## src/rtl/comb_agc_pkg.sv

```systemverilog
// comb_agc_pkg
//   Shared definitions for the multi-channel combiner AGC loop register bank:
//   register indices, CONTROL bit positions, reset values and a byte-lane
//   merge helper.
package comb_agc_pkg;

  // Register index (addr[4:2])
  localparam logic [2:0] REG_CONTROL  = 3'd0;
  localparam logic [2:0] REG_SETPOINT = 3'd1;
  localparam logic [2:0] REG_GAINS    = 3'd2;
  localparam logic [2:0] REG_ULIMIT   = 3'd3;
  localparam logic [2:0] REG_LLIMIT   = 3'd4;
  localparam logic [2:0] REG_INT0     = 3'd5;
  localparam logic [2:0] REG_INT1     = 3'd6;
  localparam logic [2:0] REG_SQUELCH  = 3'd7;

  // CONTROL bit positions
  localparam int unsigned CTL_ZERO    = 0;
  localparam int unsigned CTL_INVERT  = 1;
  localparam int unsigned CTL_COMMIT  = 2;
  localparam int unsigned CTL_SNAP    = 3;
  localparam int unsigned CTL_PENDING = 8;
  localparam int unsigned CTL_LIMERR  = 9;

  // Reset values, shared by shadow and active copies
  localparam logic [7:0]  SETPOINT_RST = 8'hE0;
  localparam logic [4:0]  GAIN_RST     = 5'h1B;
  localparam logic [31:0] ULIMIT_RST   = 32'h4FFF_FFFF;
  localparam logic [31:0] LLIMIT_RST   = 32'h0000_0000;
  localparam logic [12:0] SQLVL_RST    = 13'h100;
  localparam logic [15:0] SQRATIO_RST  = 16'h0042;

  // Replace the bytes of cur selected by lanes with the matching bytes of wdata
  function automatic logic [31:0] lane_merge(input logic [31:0] cur,
                                             input logic [31:0] wdata,
                                             input logic [3:0]  lanes);
    logic [31:0] res;
    res = cur;
    for (int unsigned b = 0; b < 4; b++) begin
      if (lanes[b]) res[b*8 +: 8] = wdata[b*8 +: 8];
    end
    return res;
  endfunction

endpackage

```

## src/rtl/comb_agc_chan_regs.sv

```systemverilog
// comb_agc_chan_regs
//   One AGC loop channel: bus-side shadow registers, active registers copied
//   from the shadows on a committed loop strobe, commit pending / limit error
//   state, and the coherent integrator snapshot pair.
// Ports
//   busClk, busRstN   clock, async active-low reset
//   wrLane[3:0]       byte-lane write enables, already qualified by cs and channel
//   regIdx            register index of the access
//   dataIn            write data
//   loopUpdate        this channel's loop sample strobe
//   integrator0/1     live integrators
//   readData          combinational readback of regIdx for this channel
//   agcSetpoint .. squelchRatio   active register set
//   committed         one-cycle pulse when the active set is updated
module comb_agc_chan_regs
  import comb_agc_pkg::*;
#(
  parameter int unsigned INT_W = 32
) (
  input  logic             busClk,
  input  logic             busRstN,
  input  logic [3:0]       wrLane,
  input  logic [2:0]       regIdx,
  input  logic [31:0]      dataIn,
  input  logic             loopUpdate,
  input  logic [INT_W-1:0] integrator0,
  input  logic [INT_W-1:0] integrator1,
  output logic [31:0]      readData,
  output logic [7:0]       agcSetpoint,
  output logic             invertError,
  output logic             zeroError,
  output logic [4:0]       posErrorGain,
  output logic [4:0]       negErrorGain,
  output logic [31:0]      upperLimit,
  output logic [31:0]      lowerLimit,
  output logic [12:0]      squelchLvl,
  output logic [15:0]      squelchRatio,
  output logic             committed
);

  logic [7:0]       shSetpoint;
  logic [4:0]       shPosGain;
  logic [4:0]       shNegGain;
  logic [31:0]      shUpper;
  logic [31:0]      shLower;
  logic [12:0]      shSqLvl;
  logic [15:0]      shSqRatio;
  logic             pending;
  logic             limitErr;
  logic [INT_W-1:0] snap0;
  logic [INT_W-1:0] snap1;

  logic ctlWr0;
  logic commitReq;
  logic snapReq;
  logic limClr;
  logic apply;
  logic limitsOk;

  assign ctlWr0    = wrLane[0] && (regIdx == REG_CONTROL);
  assign commitReq = ctlWr0 && dataIn[CTL_COMMIT];
  assign snapReq   = ctlWr0 && dataIn[CTL_SNAP];
  assign limClr    = wrLane[1] && (regIdx == REG_CONTROL) && dataIn[CTL_LIMERR];
  assign apply     = pending && loopUpdate;
  assign limitsOk  = (shLower <= shUpper);

  // Bus-side shadows
  always_ff @(posedge busClk or negedge busRstN) begin
    if (!busRstN) begin
      shSetpoint <= SETPOINT_RST;
      shPosGain  <= GAIN_RST;
      shNegGain  <= GAIN_RST;
      shUpper    <= ULIMIT_RST;
      shLower    <= LLIMIT_RST;
      shSqLvl    <= SQLVL_RST;
      shSqRatio  <= SQRATIO_RST;
    end else begin
      if (regIdx == REG_SETPOINT && wrLane[0]) shSetpoint <= dataIn[7:0];
      if (regIdx == REG_GAINS) begin
        if (wrLane[0]) shPosGain <= dataIn[4:0];
        if (wrLane[2]) shNegGain <= dataIn[20:16];
      end
      if (regIdx == REG_ULIMIT) shUpper <= lane_merge(shUpper, dataIn, wrLane);
      if (regIdx == REG_LLIMIT) shLower <= lane_merge(shLower, dataIn, wrLane);
      if (regIdx == REG_SQUELCH) begin
        if (wrLane[0]) shSqLvl[7:0]    <= dataIn[7:0];
        if (wrLane[1]) shSqLvl[12:8]   <= dataIn[12:8];
        if (wrLane[2]) shSqRatio[7:0]  <= dataIn[23:16];
        if (wrLane[3]) shSqRatio[15:8] <= dataIn[31:24];
      end
    end
  end

  // Active set, commit handshake, direct controls and snapshots.
  // A COMMIT arriving while already pending (including on the applying
  // strobe itself) is absorbed into the outstanding request.
  always_ff @(posedge busClk or negedge busRstN) begin
    if (!busRstN) begin
      agcSetpoint  <= SETPOINT_RST;
      posErrorGain <= GAIN_RST;
      negErrorGain <= GAIN_RST;
      upperLimit   <= ULIMIT_RST;
      lowerLimit   <= LLIMIT_RST;
      squelchLvl   <= SQLVL_RST;
      squelchRatio <= SQRATIO_RST;
      invertError  <= 1'b0;
      zeroError    <= 1'b0;
      pending      <= 1'b0;
      limitErr     <= 1'b0;
      committed    <= 1'b0;
      snap0        <= '0;
      snap1        <= '0;
    end else begin
      committed <= 1'b0;
      if (ctlWr0) begin
        zeroError   <= dataIn[CTL_ZERO];
        invertError <= dataIn[CTL_INVERT];
      end
      if (snapReq) begin
        snap0 <= integrator0;
        snap1 <= integrator1;
      end
      // Clear first so a failing apply in the same cycle still sets the flag
      if (limClr) limitErr <= 1'b0;
      if (apply) begin
        pending <= 1'b0;
        if (limitsOk) begin
          agcSetpoint  <= shSetpoint;
          posErrorGain <= shPosGain;
          negErrorGain <= shNegGain;
          upperLimit   <= shUpper;
          lowerLimit   <= shLower;
          squelchLvl   <= shSqLvl;
          squelchRatio <= shSqRatio;
          committed    <= 1'b1;
        end else begin
          limitErr <= 1'b1;
        end
      end else if (commitReq) begin
        pending <= 1'b1;
      end
    end
  end

  // Readback: shadows for the writable registers, snapshots zero-extended
  always_comb begin
    readData = '0;
    case (regIdx)
      REG_CONTROL: begin
        readData[CTL_ZERO]    = zeroError;
        readData[CTL_INVERT]  = invertError;
        readData[CTL_PENDING] = pending;
        readData[CTL_LIMERR]  = limitErr;
      end
      REG_SETPOINT: readData[7:0] = shSetpoint;
      REG_GAINS: begin
        readData[4:0]   = shPosGain;
        readData[20:16] = shNegGain;
      end
      REG_ULIMIT: readData = shUpper;
      REG_LLIMIT: readData = shLower;
      REG_INT0:   readData[INT_W-1:0] = snap0;
      REG_INT1:   readData[INT_W-1:0] = snap1;
      REG_SQUELCH: begin
        readData[12:0]  = shSqLvl;
        readData[31:16] = shSqRatio;
      end
      default: readData = '0;
    endcase
  end

endmodule

```

## src/rtl/comb_agc_loop_regs_mc.sv

```systemverilog
// comb_agc_loop_regs_mc
//   Multi-channel combiner AGC loop-filter register bank. Decodes the bus
//   address into channel and register index, fans byte-lane writes out to
//   NCHAN channel register blocks and multiplexes their readback.
// Ports
//   busClk, busRstN        clock, async active-low reset
//   addr                   byte address: [4:2] register, [4+CHW:5] channel
//   dataIn / dataOut       write data / combinational read data
//   cs, wr0..wr3           block select, byte-lane write enables
//   loopUpdate             per-channel loop sample strobes
//   integrator0/1          live integrators, INT_W bits per channel
//   agcSetpoint .. squelchRatio, invertError, zeroError   active register sets
//   committed              per-channel active-set update pulse
module comb_agc_loop_regs_mc
  import comb_agc_pkg::*;
#(
  parameter int unsigned NCHAN = 4,
  parameter int unsigned INT_W = 32
) (
  input  logic                   busClk,
  input  logic                   busRstN,
  input  logic [12:0]            addr,
  input  logic [31:0]            dataIn,
  output logic [31:0]            dataOut,
  input  logic                   cs,
  input  logic                   wr0,
  input  logic                   wr1,
  input  logic                   wr2,
  input  logic                   wr3,
  input  logic [NCHAN-1:0]       loopUpdate,
  input  logic [NCHAN*INT_W-1:0] integrator0,
  input  logic [NCHAN*INT_W-1:0] integrator1,
  output logic [NCHAN*8-1:0]     agcSetpoint,
  output logic [NCHAN-1:0]       invertError,
  output logic [NCHAN-1:0]       zeroError,
  output logic [NCHAN*5-1:0]     posErrorGain,
  output logic [NCHAN*5-1:0]     negErrorGain,
  output logic [NCHAN*32-1:0]    upperLimit,
  output logic [NCHAN*32-1:0]    lowerLimit,
  output logic [NCHAN*13-1:0]    squelchLvl,
  output logic [NCHAN*16-1:0]    squelchRatio,
  output logic [NCHAN-1:0]       committed
);

  localparam int unsigned CHW = (NCHAN > 1) ? $clog2(NCHAN) : 1;

  logic [CHW-1:0] chIdx;
  logic [2:0]     regIdx;
  logic           chValid;
  logic [3:0]     lanes;
  logic           unusedAddrBits;

  logic [3:0]  chLanes [NCHAN];
  logic [31:0] chRead  [NCHAN];

  assign chIdx   = addr[4+CHW:5];
  assign regIdx  = addr[4:2];
  assign chValid = (32'(chIdx) < NCHAN);
  assign lanes   = {wr3, wr2, wr1, wr0};

  // Byte offset and bits above the channel field do not take part in decode
  assign unusedAddrBits = ^{addr[12:5+CHW], addr[1:0]};

  for (genvar c = 0; c < NCHAN; c++) begin : g_chan
    // Snapshot registers are read-only; writes aimed at them are dropped here
    assign chLanes[c] = (cs && chValid && chIdx == CHW'(c) &&
                         regIdx != REG_INT0 && regIdx != REG_INT1) ? lanes : '0;

    comb_agc_chan_regs #(
      .INT_W(INT_W)
    ) u_chan (
      .busClk      (busClk),
      .busRstN     (busRstN),
      .wrLane      (chLanes[c]),
      .regIdx      (regIdx),
      .dataIn      (dataIn),
      .loopUpdate  (loopUpdate[c]),
      .integrator0 (integrator0[c*INT_W +: INT_W]),
      .integrator1 (integrator1[c*INT_W +: INT_W]),
      .readData    (chRead[c]),
      .agcSetpoint (agcSetpoint[c*8 +: 8]),
      .invertError (invertError[c]),
      .zeroError   (zeroError[c]),
      .posErrorGain(posErrorGain[c*5 +: 5]),
      .negErrorGain(negErrorGain[c*5 +: 5]),
      .upperLimit  (upperLimit[c*32 +: 32]),
      .lowerLimit  (lowerLimit[c*32 +: 32]),
      .squelchLvl  (squelchLvl[c*13 +: 13]),
      .squelchRatio(squelchRatio[c*16 +: 16]),
      .committed   (committed[c])
    );
  end

  always_comb begin
    dataOut = '0;
    for (int unsigned i = 0; i < NCHAN; i++) begin
      if (cs && chValid && chIdx == CHW'(i)) dataOut = chRead[i];
    end
  end

endmodule

```

## config.mk

```make
export PLATFORM = sky130hd
export DESIGN_NAME = comb_agc_loop_regs_mc
export DESIGN_NICKNAME = d
export VERILOG_FILES = /design/src/rtl/comb_agc_pkg.sv /design/src/rtl/comb_agc_chan_regs.sv /design/src/rtl/comb_agc_loop_regs_mc.sv
export SDC_FILE = /design/constraint.sdc
export NUM_CORES = 2
export LEC_CHECK = 0
export ABC_CLOCK_PERIOD_IN_PS = 5800
export BUFFER_PORTS_ARGS = -buffer_cell sky130_fd_sc_hd__buf_2
export CAP_MARGIN = 10
export CORE_MARGIN = 5
export CORE_UTILIZATION = 59
export CTS_CLUSTER_DIAMETER = 40
export DETAILED_ROUTE_END_ITERATION = 16
export GPL_TIMING_DRIVEN = 0
export PLACE_DENSITY = 0.82
export SLEW_MARGIN = 20
export SYNTH_ARGS = -nofsm -noshare
export SYNTH_HDL_FRONTEND = slang
export SYNTH_HIERARCHICAL = 1
export SYNTH_SLANG_ARGS = --single-unit
```

## constraint.sdc

```tcl
create_clock -name busClk -period 5.8 [get_ports busClk]
set_input_delay 0.87 -clock busClk [delete_from_list [all_inputs] [get_ports busClk]]
set_output_delay 0.87 -clock busClk [all_outputs]
set_load 0.05 [all_outputs]
```

# After elaboration in Yosys (flattened, before gate mapping)
# Cells that the tools add are included.
[classes] magnitude_cmp=4 n_eq_ne=12 n_mux=68 n_reduce_logical=106
[op_table] cell="one-hot mux 11 bit (5 select lines)" n=4
[op_table] cell="less-or-equal comparator 32 bit" n=4
[op_table] cell="two-way mux 32 bit" n=4
[op_table] cell="one-hot mux 5 bit (6 select lines)" n=4
[op_table] cell="AND reduction 2 bit" n=60
[op_table] cell="one-hot mux 3 bit (7 select lines)" n=4
[op_table] cell="one-hot mux 3 bit (6 select lines)" n=4
[op_table] cell="one-hot mux 2 bit (8 select lines)" n=4
[op_table] cell="one-hot mux 3 bit (5 select lines)" n=4
[op_table] cell="one-hot mux 2 bit (6 select lines)" n=4
[op_table] cell="one-hot mux 3 bit (4 select lines)" n=4
[op_table] cell="logical AND 1 bit" n=40
[op_table] cell="two-way mux 1 bit" n=28
[op_table] cell="two-way mux 4 bit" n=4
[op_table] cell="equality test 3 bit, second input constant" n=4
[op_table] cell="nonzero test 2 bit" n=4
[op_table] cell="equality test 3 x 2 -> 1 bit, second input constant" n=2
[op_table] cell="!= test 3 bit, second input constant" n=2
[op_table] cell="equality test 2 bit, second input constant" n=2
[op_table] cell="equality test 3 x 1 -> 1 bit, second input constant" n=1
[op_table] cell="zero test 3 bit" n=1
[op_table] cell="equality test 2 x 1 -> 1 bit, second input constant" n=1
[op_table] cell="zero test 2 bit" n=1
[word_totals] regBits=1164 inputBits=312 out_inout_bits=488 word_cells=306

# Logic depth before layout (Yosys ltp)
[depth] ltp_word=10 mapped_depth=10 depth_no_buf=8

# Hierarchy
# Netlist, hierarchy kept.
[modules_own_cells] module="comb_agc_chan_regs (g_chan[0].u_chan ...)" n_inst=3 cells_per_inst=888 area_each_um2=13491.7 seq_area_each_um2=7389.6
[modules_own_cells] module="comb_agc_chan_regs (g_chan[3].u_chan)" n_inst=1 cells_per_inst=893 area_each_um2=13086.3 seq_area_each_um2=7389.6
[modules_own_cells] module="comb_agc_loop_regs_mc" n_inst=1 cells_per_inst=138 area_each_um2=1148.6 seq_area_each_um2=0.0

# Worst setup path after synthesis
# Ideal clock, no wire load.
[synth_timing] kind="input to output" from="input addr[2]" to="output dataOut[3]" t_arrival_ps=3105 t_required_ps=4930 path_slack_ps=1825 path_stages=8 n_path_buf=2 cell_sequence="clkbuf_1 -> buf_1 -> nor2b_1 -> a221oi_1 -> a21oi_1 -> a21o_1 -> mux2i_1 -> o22ai_1"
[synth_rtl] element="start, declared" line="comb_agc_loop_regs_mc.sv:22" rtl="input logic [12:0] addr,"
[synth_rtl] element="end, declared" line="comb_agc_loop_regs_mc.sv:24" rtl="output logic [31:0] dataOut,"

==> summary.txt <==
Status
  – Outcome: finished, violations left
  – Failing checks: negative setup slack

Detailed routing
  – DRC viols: 0
  – Mean routed wirelength per cell: 33.3 um
  – Iteration-0 DRC Markers: 4328
  – Via count: 38700
  – 1st-pass router iterations: 9
  – Via density: 6.40
  – Antenna viol nets, final: 0
  – Post-Route WL: 201 mm

Final layout
  – Register area: 29600 sq um
  – Area growth from synthesis to layout: 20.3%
  – Post-Layout Cell Count: 6039
  – # nets final: 5093
  – Fin util: 0.717
  – Share of post-route cells with drive strength above 1: 0.567
  – Multi-input gate area: 23400 sq um
  – Design area: 65800 sq um
  – FILL cells: 6034

Synthesis
  – Most common cell in the netlist: mux2_2
  – FFs w/ async S/R, synth: 1.00
  – Synth unique cells: 57
  – Mean post-synth cell area: 14.8 sq um
  – Synth top area share: 0.375
  – Post-synth EDFFs: 0
  – Dominant synthesized flop cell: dfrtp_1
  – Synthesized Nets: 4135
  – Synth area leader: dfrtp_1
  – Register area share after synthesis: 0.540
  – Synth Warn #: 6
  – Post-synth top cells: mux2_2, dfrtp_1, dfstp_2, mux2_4, nand2_1
  – Post-synthesis register bit count: 1164
  – Top cells by area, synth: dfrtp_1, mux2_2, dfstp_2
  – Cell count after synthesis: 3695
  – Netlist Area Pre-Place: 54700 sq um

Clock tree
  – CTS Buf Count: 155
  – Clk root buf: clkbuf_16
  – H-tree Lvls: 4
  – Clock transition at path regs: 60 ps
  – Cts hold-fix bufs: 0
  – Max Root-Sink Buffers: 3
  – Clk sinks: 1164
  – Worst skew pair latency: 760 ps
  – TritonCTS clock tree: yes

Critical path
  – Worst setup SP type: input pin
  – Critical path class: in -> out
  – CP cell instances: buf_2, clkbuf_1, clkbuf_1, buf_1, a22o_1, mux2i_1, o22ai_1, buf_2
  – Max stage delay on crit path: 740 ps
  – Crit end category: primary output
  – Critical-path top delay cell: o22ai_1
  – Crit Path Max Fanout: 20
  – CP Data Required Time: 4930 ps
  – Data arrival, critical path: 5010 ps

GRT
  – First-pass GRT wire length: 286 mm
  – GRT Residual Overflow: 0
  – Initial antenna violation count: 21
  – Total GRT Usage: 0.402
  – Largest net degree at the start of global routing: 142
  – Vias in the first global route: 40500

Placed design
  – Final HPWL DP: 148 mm
  – Buffers on Ports: 790
  – Cells after DPL: 5739
  – Area after DPL: 60500 sq um
  – Gpl congestion: 0.996
  – Dpl ws: 148 ps

Floorplan
  – Initial core utilization: 0.596
  – Die area: 98900 sq um
  – Die Wd: 315 um
  – Die Ht: 315 um
  – Core area: 91800 sq um
  – I/O pins: 800
  – Site Rows: 111

STA
  – Worst setup margin: -80.3 ps
  – Unrepaired setup endpoints after global routing: false
  – Final min period: 5880 ps
  – Hold slack: 180 ps
  – # setup viols final: 3
  – Final Hold Fails: 0
  – Final Cycle Share: 1.01
  – Worst Tran Pin Value: 1220 ps
  – Worst rel slew slack: 0.179
  – Fin Clk Skew: 35.0 ps
  – FMAX: 170 MHz
  – TNS Setup: -91.1 ps
  – Slew Limit Fails: 0

Power
  – Pwr per Cell Area: 335 nW/um^2
  – Power Total: 22.1 mW
  – Peak VDD IR: 0.285 mV
  – LEAKAGE: 32.4 nW

Flow run
  – Max-cap viol count: 0

Min path
  – Hold Path Class: in -> async
==> cell usage in the layout (no fill, tap or decap), drive strengths merged, types with 15 or more instances in the layout <==
| master | synthesis | routed |
|---|---|---|
| nor2b | 22 | 22 |
| a22oi | 22 | 22 |
| clkbuf | 85 | 281 |
| o21ai | 79 | 79 |
| nand2 | 145 | 145 |
| ha | 128 | 128 |
| bufinv | 0 | 15 |
| inv | 130 | 152 |
| nand2b | 16 | 16 |
| dfrtp | 820 | 820 |
| nand4 | 30 | 30 |
| a22o | 78 | 78 |
| nand3 | 16 | 16 |
| mux2 | 1190 | 1190 |
| o22ai | 33 | 33 |
| buf | 97 | 897 |
| clkinv | 0 | 39 |
| nor2 | 43 | 43 |
| mux2i | 123 | 123 |
| mux4 | 94 | 94 |
| a211oi | 20 | 20 |
| a21oi | 66 | 66 |
| dfstp | 344 | 344 |
| clkinvlp | 0 | 17 |
==> final cells by class <==
cell class	count	share of cell area
sequential	1164	0.449
multi-input combinational	2219	0.355
timing repair buffer	801	0.0646
clock buffer	196	0.0645
tap	1243	0.0236
buffer	182	0.0196
clock inverter	93	0.0158
inverter	130	0.00741
antenna	11	0.000418
==> layer usage <==
metal,track usage,wire length [um]
met1,0.495,72500
met2,0.630,92500
met3,0.125,22000
met4,0.233,14200
met5,0,38
==> critical path, delay by kind of cell <==
| family | cells | cell delay (ps) |
|---|---|---|
| AO/OA/AOI/OAI | 2 | 1180 |
| multiplexers | 1 | 140 |
| buffers and inverters | 5 | 2790 |
==> state kept, by name, indices dropped and copies added, names as in the netlist, 20 cells and up <==
name / flops
g_chan.u_chan/negErrorGain: 20
g_chan.u_chan/agcSetpoint: 32
g_chan.u_chan/shNegGain: 20
g_chan.u_chan/shSqRatio: 64
g_chan.u_chan/shPosGain: 20
g_chan.u_chan/snap1: 128
g_chan.u_chan/snap0: 128
g_chan.u_chan/shSetpoint: 32
g_chan.u_chan/squelchLvl: 52
g_chan.u_chan/shSqLvl: 52
g_chan.u_chan/upperLimit: 128
g_chan.u_chan/posErrorGain: 20
g_chan.u_chan/shLower: 128
g_chan.u_chan/shUpper: 128
g_chan.u_chan/squelchRatio: 64
g_chan.u_chan/lowerLimit: 128
==> cells by family after synthesis <==
logic type               count (synthesis)  share of synthesized area
AND/OR/NAND/NOR                        321                     0.0296
XOR/XNOR                                 1                   0.000160
flip-flops                            1164                      0.540
AO/OA/AOI/OAI                          362                     0.0459
multiplexers                          1407                      0.322
adder cells (fa/ha/maj)                128                     0.0293
buffers and inverters                  312                     0.0325
==> what timing repair did <==
item | CTS | global route
hold endpoints to repair | 0 | 0
setup buffers | 0 | 0
resized for setup | 0 | 3
setup endpoints to repair | 0 | 2
==> where the power goes <==
part	total, mW	internal (mW)	switching [mW]
clock	9.74	5.92	3.82
sequential	9.41	8.81	0.598
combinational	2.92	1.16	1.76
==> final timing paths <==
path / end / cells past startpoint / slack, ps / from
setup / recovery: dataOut[23] / 8 / -80 / addr[4]
hold / removal: g_chan[0].u_chan/lowerLimit[4] / 2 / 180 / busRstN
setup reg to reg: g_chan[3].u_chan/lowerLimit[10] / 10 / 2180 / g_chan[3].u_chan/shUpper[4]
hold reg to reg: g_chan[3].u_chan/lowerLimit[24] / 1 / 480 / g_chan[3].u_chan/lowerLimit[24]
max in group asynchronous: g_chan[3].u_chan/squelchRatio[9] / 5 / 3300 / busRstN
min in group busClk: g_chan[2].u_chan/pending / 2 / 300 / loopUpdate[2]
No activity file was read; power rests on OpenSTA's default activity.
